==> src/rtl/rv_soc_apb_master.sv <==
// rv_soc_apb_master: single-outstanding request/response front end driving APB4 SETUP/ACCESS transfers.
// Optional ACCESS-phase timeout abort is compiled in with `define RV_SOC_APB_MASTER_TIMEOUT_EN.
//
// state  | meaning
// IDLE   | ready for a request; response pulse appears here
// SETUP  | PSEL high, PENABLE low, one cycle
// ACCESS | PSEL and PENABLE high until PREADY (or timeout abort)
module rv_soc_apb_master #(
  parameter int PADDR_SIZE     = 8,
  parameter int PDATA_SIZE     = 32,
  parameter int TIMEOUT_CYCLES = 255
) (
  input  logic                    PRESETn,
  input  logic                    PCLK,
  input  logic                    req_valid_i,
  output logic                    req_ready_o,
  input  logic                    req_write_i,
  input  logic [PADDR_SIZE-1:0]   req_addr_i,
  input  logic [PDATA_SIZE-1:0]   req_wdata_i,
  input  logic [PDATA_SIZE/8-1:0] req_strb_i,
  input  logic [2:0]              req_prot_i,
  output logic                    rsp_valid_o,
  output logic [PDATA_SIZE-1:0]   rsp_rdata_o,
  output logic                    rsp_err_o,
  output logic                    PSEL,
  output logic                    PENABLE,
  output logic [2:0]              PPROT,
  output logic                    PWRITE,
  output logic [PDATA_SIZE/8-1:0] PSTRB,
  output logic [PADDR_SIZE-1:0]   PADDR,
  output logic [PDATA_SIZE-1:0]   PWDATA,
  input  logic [PDATA_SIZE-1:0]   PRDATA,
  input  logic                    PREADY,
  input  logic                    PSLVERR
);

  typedef enum logic [1:0] {IDLE, SETUP, ACCESS} state_t;

  state_t state_q, state_d;
  logic   active_q;
  logic   accept;
  logic   done;
  logic   abort;

  // active_q keeps req_ready_o low while reset is asserted
  assign accept = active_q && (state_q == IDLE) && req_valid_i;
  assign done   = (state_q == ACCESS) && PREADY;

`ifdef RV_SOC_APB_MASTER_TIMEOUT_EN
  localparam int CNT_W = $clog2(TIMEOUT_CYCLES + 1);

  logic [CNT_W-1:0] cnt_q;

  assign abort = (state_q == ACCESS) && !PREADY && (cnt_q == CNT_W'(TIMEOUT_CYCLES));

  always_ff @(posedge PCLK or negedge PRESETn) begin
    if (!PRESETn) begin
      cnt_q <= '0;
    end else if (state_q == SETUP) begin
      cnt_q <= '0;
    end else if ((state_q == ACCESS) && !PREADY && !abort) begin
      cnt_q <= cnt_q + 1'b1;
    end
  end
`else
  logic unused_timeout;

  assign abort          = 1'b0;
  assign unused_timeout = (TIMEOUT_CYCLES != 0);
`endif

  always_ff @(posedge PCLK or negedge PRESETn) begin
    if (!PRESETn) begin
      state_q  <= IDLE;
      active_q <= 1'b0;
    end else begin
      state_q  <= state_d;
      active_q <= 1'b1;
    end
  end

  always_comb begin
    state_d     = state_q;
    req_ready_o = 1'b0;
    PSEL        = 1'b0;
    PENABLE     = 1'b0;
    case (state_q)
      IDLE: begin
        req_ready_o = active_q;
        if (accept) state_d = SETUP;
      end
      SETUP: begin
        PSEL    = 1'b1;
        state_d = ACCESS;
      end
      ACCESS: begin
        PSEL    = 1'b1;
        PENABLE = 1'b1;
        if (done || abort) state_d = IDLE;
      end
      default: state_d = IDLE;
    endcase
  end

  // Transfer fields only change on acceptance, so they hold while PSEL is low
  always_ff @(posedge PCLK or negedge PRESETn) begin
    if (!PRESETn) begin
      PADDR  <= '0;
      PWRITE <= 1'b0;
      PPROT  <= '0;
      PSTRB  <= '0;
      PWDATA <= '0;
    end else if (accept) begin
      PADDR  <= req_addr_i;
      PWRITE <= req_write_i;
      PPROT  <= req_prot_i;
      PSTRB  <= req_write_i ? req_strb_i : '0;
      PWDATA <= req_write_i ? req_wdata_i : '0;
    end
  end

  always_ff @(posedge PCLK or negedge PRESETn) begin
    if (!PRESETn) begin
      rsp_valid_o <= 1'b0;
      rsp_rdata_o <= '0;
      rsp_err_o   <= 1'b0;
    end else begin
      rsp_valid_o <= done || abort;
      if (done) begin
        rsp_rdata_o <= PWRITE ? '0 : PRDATA;
        rsp_err_o   <= PSLVERR;
      end else if (abort) begin
        rsp_rdata_o <= '0;
        rsp_err_o   <= 1'b1;
      end
    end
  end

endmodule

==> config.mk <==
export PLATFORM = sky130hd
export DESIGN_NAME = rv_soc_apb_master
export DESIGN_NICKNAME = d
export VERILOG_FILES = /design/src/rtl/rv_soc_apb_master.sv
export SDC_FILE = /design/constraint.sdc
export NUM_CORES = 1
export LEC_CHECK = 0
export ABC_AREA = 1
export BUFFER_PORTS_ARGS = -buffer_cell sky130_fd_sc_hd__buf_2
export CORE_MARGIN = 1
export CORE_UTILIZATION = 49
export DETAILED_ROUTE_END_ITERATION = 10
export GPL_TIMING_DRIVEN = 1
export MAX_ROUTING_LAYER = met4
export PLACE_DENSITY = 0.92
export SYNTH_ARGS = -nofsm -noshare
export SYNTH_HDL_FRONTEND = slang
export SYNTH_SLANG_ARGS = --single-unit
==> constraint.sdc <==
create_clock -name PCLK -period 3 [get_ports PCLK]
set_clock_uncertainty 0.15 [all_clocks]
set_input_delay 0.6 -clock PCLK [delete_from_list [all_inputs] [get_ports PCLK]]
set_output_delay 0.6 -clock PCLK [all_outputs]
set_load 0.01 [all_outputs]
Yosys cells after proc, flatten, opt, wreduce, memory -nomap -nowiden
Cells that the tools add are included.
Cells by class
  add/subtract/negate cells: 0
  multiply operators: 0
  div/mod/pow operators: 0
  order comparisons: 0
  eq/ne operators: 4
  shifts and indexed selects: 0
  mux-type cells: 9
  bitwise operators: 0
  reduce and logical (&&, ||, !) cells: 6
Operator list (count)
  2-to-1 mux 32 bit: 2
  case mux 2 bit (3 select lines): 1
  2-to-1 mux 2 bit: 2
  2-to-1 mux 4 bit: 1
  inequality test 2 bit, second input constant: 2
  logical AND 1 bit: 3
  2-to-1 mux 1 bit: 3
  == test 2 x 1 -> 1 bit, second input constant: 1
  == test 2 bit, second input constant: 1
  zero test 2 bit: 1
  AND reduction 2 bit: 1
  OR reduction 2 bit: 1
Word-level totals
  bits in registers: 85
  latch bits: 0
  bits in writable memories: 0
  memory bits (read-only): 0
  bits of input ports: 85
  output and inout bits: 85
  logic and storage cells: 29
  memories: 0

Logic depth before layout (Yosys ltp)
Gate-level depths: netlist (run 1).
  depth after elaboration: 5
  depth in mapped cells: 8
  gate-level depth less buffers: 7

Worst setup path before layout (run 1)
No wires, ideal clock.
  path kind: register -> output
  start: reg state_q[0]
  end: out req_ready_o
  data arrival time: 0.987 ns
  data required time: 2.250 ns
  path slack: 1.263 ns
  cell stages (with the launch flop): 6
  buffers on the path: 1
  path through: dfrtp_1 inv_1 ha_1 nand2_1 inv_1 buf_2
On the way
  longest elaborated chain between the ends: 2
RTL lines
  start, declared: RTL line 39  | state_t state_q, state_d;
  start signal, assigned: RTL line 77  | state_q <= state_d;
  zero test 2 bit: RTL line 87  | case (state_q)
  2-to-1 mux 1 bit: RTL line 87
  end, declared: RTL line 16  | output logic req_ready_o,
No other way between the ends.

Final worst setup path (run 1)
Ends and elaborated chain as after synthesis.

==> flow_summary.toml, run 1 <==
[floorplanning]
io_pins = 170
fp.dieW_um = 84.5
start_util_pct = 51.6
fp.dieH_um = 84.5
dieArea_mm2 = 0.00714
core_area_mm2 = 0.00646
std_cell_rows = 29

[worst_setup_path]
cp_common_cell = "inv_1"
r2r_cells = 4
crit_path_max_fanout = 12
crit_slowest_cell = "dfrtp_1"
timing.reg2reg.setup_slack_ns = 0.95
critical_path_class = "reg2out"
slowest_delay_ns = 0.40
r2r-start = "state_q[0]"
worstPathArrival_ns = 1.60
endpoint_kind = "output port"
start_kind = "flop"
crit_required_ns = 2.25
cp_cell_sequence = "inv_1, ha_1, nand2_1, inv_1, buf_2"
rr_endpoint = "rsp_rdata_o[30]"

[detailed_routing]
drt-vias-per-instance = 4.89
wire_per_inst_um = 12.9
dr.pass1.iters = 7
vias = 3009
drc_errors = 15
first_iter_violations = 118
drt-total-wl_mm = 7.95
antenna_left = 0

[cts]
cts_setup_buffers = 0
cts_hold_buf = 0
clk_pin_slew_ns = 0.08
htreeDepth = 3
clock_path_buffers = 2
cts_buffers = 9
ctsResizeCount = 0
cts.sinks = 85
cts_tree = "done"
root_buffer = "clkbuf_8"
insertion_delay_ns = 0.33

[global_routing]
antenna_found_initial = 0
grt_overflow = 0
grt_use_met2_pct = 38.0
grt.busiest_layer = "met2"
use_met1_pct = 28.6
grt_pass1_wl_mm = 12.5
grtUsageTotal_pct = 23.1
grt_pass1_vias = 2772
use_met3_pct = 4.82
grt_max_degree = 86

[final_layout]
insertedDiodeCount = 0
final_core_util_pct = 68.1
drive_above_1_share_pct = 34.9
nets = 622
fill_cells = 505
area_growth_pct = 31.9

[logic_synthesis]
yosysTopAreaCell = "dfrtp_1"
seq_area_frac_synth_pct = 63.8
syn_area_mm2 = 0.00333
synthTopCellsByArea = "dfrtp_1 64%, nand2_1 23%, o21ai_0 5.0%"
synth_ff_type = "dfrtp_1"
ys_ff_latch = 85
synthCells = 372
avgSynthCellArea_um2 = 8.96
synth_top_area_share_pct = 63.8
synth_warnings = 0
yosysUniqueCellTypes = 14
synthArstFlopShare_pct = 100
synth_edf_count = 0
yosysMostFrequentCell = "nand2_1"
syn_nets = 461
synthTopCellsByCount = "206 x nand2_1, 85 x dfrtp_1, 33 x o21ai_0"

[power]
clockPowerShare_pct = 18.5
p_int_mw = 2.84
switching_share_pct = 37.3
netSwitchingPower_mw = 1.69
peakVddDrop_mv = 0.568
seqPwrFrac_pct = 43.6
pwr-share-comb_pct = 37.9
power_density_mw_per_mm2 = 1030
power_leakage_nw = 2.66

[sta]
tightest_slew_ns = 1.02
slew_headroom_pct = 32.2
fmax_ghz = 0.425
period_minus_slack_ns = 2.35
rsz0062_at_grt = "no"
slew_violations = 0
setup_viol = 0
hold_viol = 0
tns_ns = 0
period_share_pct = 78.4
hold_slack_ns = 0.283

[outcome]
violations = "design-rule violations"
outcome = "finished with violations"

[place]
port_buffers = 169
gp_congestion = 0.790
dp_hpwl_mm = 5.67

[job]
maxCapViolations = 0

[worst_hold_path]
holdCritPathClass = "in2async"
registers in the layout, indices dropped and copies added (netlist names):
register     flops
state_q          2
PADDR            8
PSTRB            4
active_q         1
PWDATA          32
rsp_err_o        1
rsp_valid_o      1
PWRITE           1
rsp_rdata_o     32
PPROT            3
placed cells by master (no fill, tap or decap):
master / n
buf_2: 168
ha_1: 4
nand3_1: 13
nand3_2: 1
nor2_4: 1
conb_1: 1
nand2_2: 2
clkinv_2: 3
buf_4: 2
nand2_1: 205
clkbuf_8: 9
clkbuf_1: 2
o21ai_0: 33
inv_1: 7
bufinv_16: 2
dfrtp_1: 85
layout make-up:
type	instances	area (um2)	share of cell area (%)
tap	77	96.3	2.19
clock buffer	11	131	2.99
inverter	7	26.3	0.597
multi-input combinational	260	1090	24.7
sequential	85	2130	48.4
timing repair buffer	170	856	19.5
clock inverter	5	75.1	1.71
stage by stage:
step	cell area [um2]	instances	total power, mW	setup slack (ns)
5_1_grt	4400	615	4.85	0.513
3_5_place_dp	4190	599	3.71	0.989
3_3_place_gp	4190	599	3.62	1.06
6_report	4400	615	4.53	0.647
4_1_cts	4400	615	4.57	0.618
2_1_floorplan	3330	372	2.91	1.26
per-layer routing:
metal	wire (um)	vias to the layer above
li1	-	1467
met1	3460	1393
met2	3830	141
met3	604	8
met4	68	0
met5	0	-
worst max-delay path by stage:
stage	from	to	slack, ns
final	state_q[0]	req_ready_o	0.65
after global routing	state_q[1]	req_ready_o	0.51
after CTS	state_q[0]	req_ready_o	0.62
after detailed placement	PREADY	rsp_rdata_o[30]	0.99
after global placement	req_valid_i	PWDATA[8]	1.06
after floorplan	state_q[0]	req_ready_o	1.26
cells by family (layout without fill, tap and decap cells):
kind of cell | Yosys count | in the layout | share of synthesized area, %
AO/OA/AOI/OAI | 33 | 33 | 4.95
adder cells (fa/ha/maj) | 4 | 4 | 1.50
buffers and inverters | 27 | 193 | 3.68
flip-flops | 85 | 85 | 63.8
other | 1 | 1 | 0.112
AND/OR/NAND/NOR | 222 | 222 | 26.0
worst max-delay path: cells and delay by family, from the launching register on:
| kind | cells | cell delay (ns) |
|---|---|---|
| and+or+nand+nor | 1 | 0.07 |
| buffers and inverters | 3 | 0.57 |
| DFF | 1 | 0.40 |
| adders and majority gates | 1 | 0.23 |
power groups by stage:
stage	Clock (mW)	Sequential (mW)	Combinational, mW
floorplan	0	2.22	0.688
global placement	0	1.96	1.66
detailed placement	0	1.97	1.75
CTS	0.863	1.97	1.74
global route	0.909	2.04	1.91
finish	0.837	1.97	1.72
(Power assumes the default switching activity.)
==> run 2: changes to the inputs <==
Settings changed: CORE_UTILIZATION 49 to 41, PLACE_DENSITY 0.92 to 0.83.
Clock period 3 ns to 2.1 ns, I/O delays scaled along.
==> run 2 against run 1 <==
Effect of this change: the run now ends clean; utilization is 9.6 points lower; final cell count is 5.2% higher; first-iteration DRC count is 28% lower; sequential cell count stayed put; cell area is 3.9% higher; via count is 0.23% higher; non-clock buffer count is 8 higher; critical endpoint unchanged.
==> flow_summary.toml, run 2 (synthesis gave the netlist of run 1 again) <==
[final_layout]
nets = 630
final_core_util_pct = 58.5
insertedDiodeCount = 0
top_regs = "PWDATA x32, rsp_rdata_o x32, PADDR x8"
multi_input_area_mm2 = 0.00109
fill_cells = 690
layout_commonest_cell = "nand2_1"
area_growth_pct = 37.1
register_area_mm2 = 0.00213
drive_above_1_share_pct = 36.0
mostFrequentLayoutCells = "205 x nand2_1, 168 x buf_2, 85 x dfrtp_1"

[floorplanning]
dieArea_mm2 = 0.00850
start_util_pct = 42.7
core_area_mm2 = 0.00781
std_cell_rows = 32
fp.dieW_um = 92.2
io_pins = 170
fp.dieH_um = 92.2

[cts]
cts_tree = "done"
cts.sinks = 85
htreeDepth = 3
root_buffer = "clkbuf_8"
insertion_delay_ns = 0.33
clk_pin_slew_ns = 0.08
clock_path_buffers = 2
cts_buffers = 9

[power]
seqPwrFrac_pct = 42.0
power_density_mw_per_mm2 = 1470
clockPowerShare_pct = 20.6
p_int_mw = 4.30
switching_share_pct = 35.9
peakVddDrop_mv = 0.642
pwr-share-comb_pct = 37.4
netSwitchingPower_mw = 2.40
power_leakage_nw = 2.73

[sta]
layout_setup_ws_ns = 0.158
setup_viol = 0
tns_ns = 0
hold_viol = 0
period_minus_slack_ns = 1.94
slew_violations = 0
rsz0062_at_grt = "no"
fmax_ghz = 0.515
period_share_pct = 92.5

[worst_setup_path]
r2r-start = "state_q[0]"
crit_required_ns = 1.53
crit_path_max_fanout = 3
critical_path_class = "reg2out"
endpoint_kind = "output port"
r2r_cells = 8
worstPathArrival_ns = 1.37
rr_endpoint = "state_q[1]"
start_kind = "flop"
timing.reg2reg.setup_slack_ns = 0.36

[global_routing]
use_met1_pct = 23.9
grt_overflow = 0
use_met3_pct = 3.57
grt_max_degree = 67
grt_pass1_vias = 2890
grt.busiest_layer = "met2"
grtUsageTotal_pct = 19.3
grt_pass1_wl_mm = 12.5
grt_use_met2_pct = 30.8
antenna_found_initial = 0

[outcome]
outcome = "finished clean"

[job]
maxCapViolations = 0

[detailed_routing]
first_iter_violations = 85
wire_per_inst_um = 12.0
vias = 3016
drt-vias-per-instance = 4.66
dr.pass1.iters = 4
drt-total-wl_mm = 7.75
drc_errors = 0
antenna_left = 0

[worst_hold_path]
min_delay_path_depth = 3
holdCritStartpoint = "req_wdata_i[25]"
min_to = "PWDATA[25]"
holdCritPathClass = "in2reg"

[place]
port_buffers = 169
gp_congestion = 0.729
dp_hpwl_mm = 5.77
dp_slack_ns = 0.367
## run 2: worst max path at each step
stage | slack, ns | endpoint | cells after the start | start
floorplan | 0.54 | req_ready_o | 5 | state_q[0]
global placement | 0.48 | state_q[0] | 8 | state_q[0]
detailed placement | 0.37 | state_q[1] | 8 | state_q[0]
CTS | 0.11 | req_ready_o | 5 | state_q[0]
global route | 0.06 | req_ready_o | 5 | state_q[0]
finish | 0.16 | req_ready_o | 5 | state_q[0]
## run 2: layout make-up
type | count | area share [%]
Clock inverter | 4 | 2.08
Multi-Input combinational cell | 260 | 23.8
Sequential cell | 85 | 46.5
Tap cell | 102 | 2.79
Inverter | 7 | 0.575
Clock buffer | 11 | 3.31
Timing Repair Buffer | 178 | 20.9
## run 2: layer usage
metal / wire length [um] / vias to the layer above
li1: - / 1483
met1: 3500 / 1379
met2: 3540 / 141
met3: 576 / 13
met4: 133 / 0
met5: 0 / -
## run 2: timing repair
item / in CTS / in global routing
setup buffers: 0 / 0
hold buffers: 1 / 0
gates resized for setup: 0 / 0
endpoints found under the hold margin: 27 / 0
## run 2: power by group through the flow
stage          clock (mW)  sequential (mW)  combinational (mW)
2_1_floorplan           0             3.18               0.983
3_3_place_gp            0             2.80                2.46
3_5_place_dp            0             2.82                2.55
4_1_cts              1.42             2.81                2.55
5_1_grt              1.48             2.90                2.82
6_report             1.38             2.82                2.51
## run 2: per-stage QoR
stage	power, mW	instance area, um2	instances	hold slack, ns
after global placement	5.26	4310	631	0.212
after global routing	7.20	4570	647	0.103
final	6.70	4570	647	0.120
after floorplan	4.16	3330	372	-0.0256
after detailed placement	5.37	4310	631	0.216
after CTS	6.78	4570	647	0.0973
## run 2: worst max-delay path: stages (launching register included)
cell and delay, ns:
dfrtp_1 0.41, inv_1 0.12, ha_1 0.23, nand2_1 0.07, inv_1 0.08, buf_2 0.13
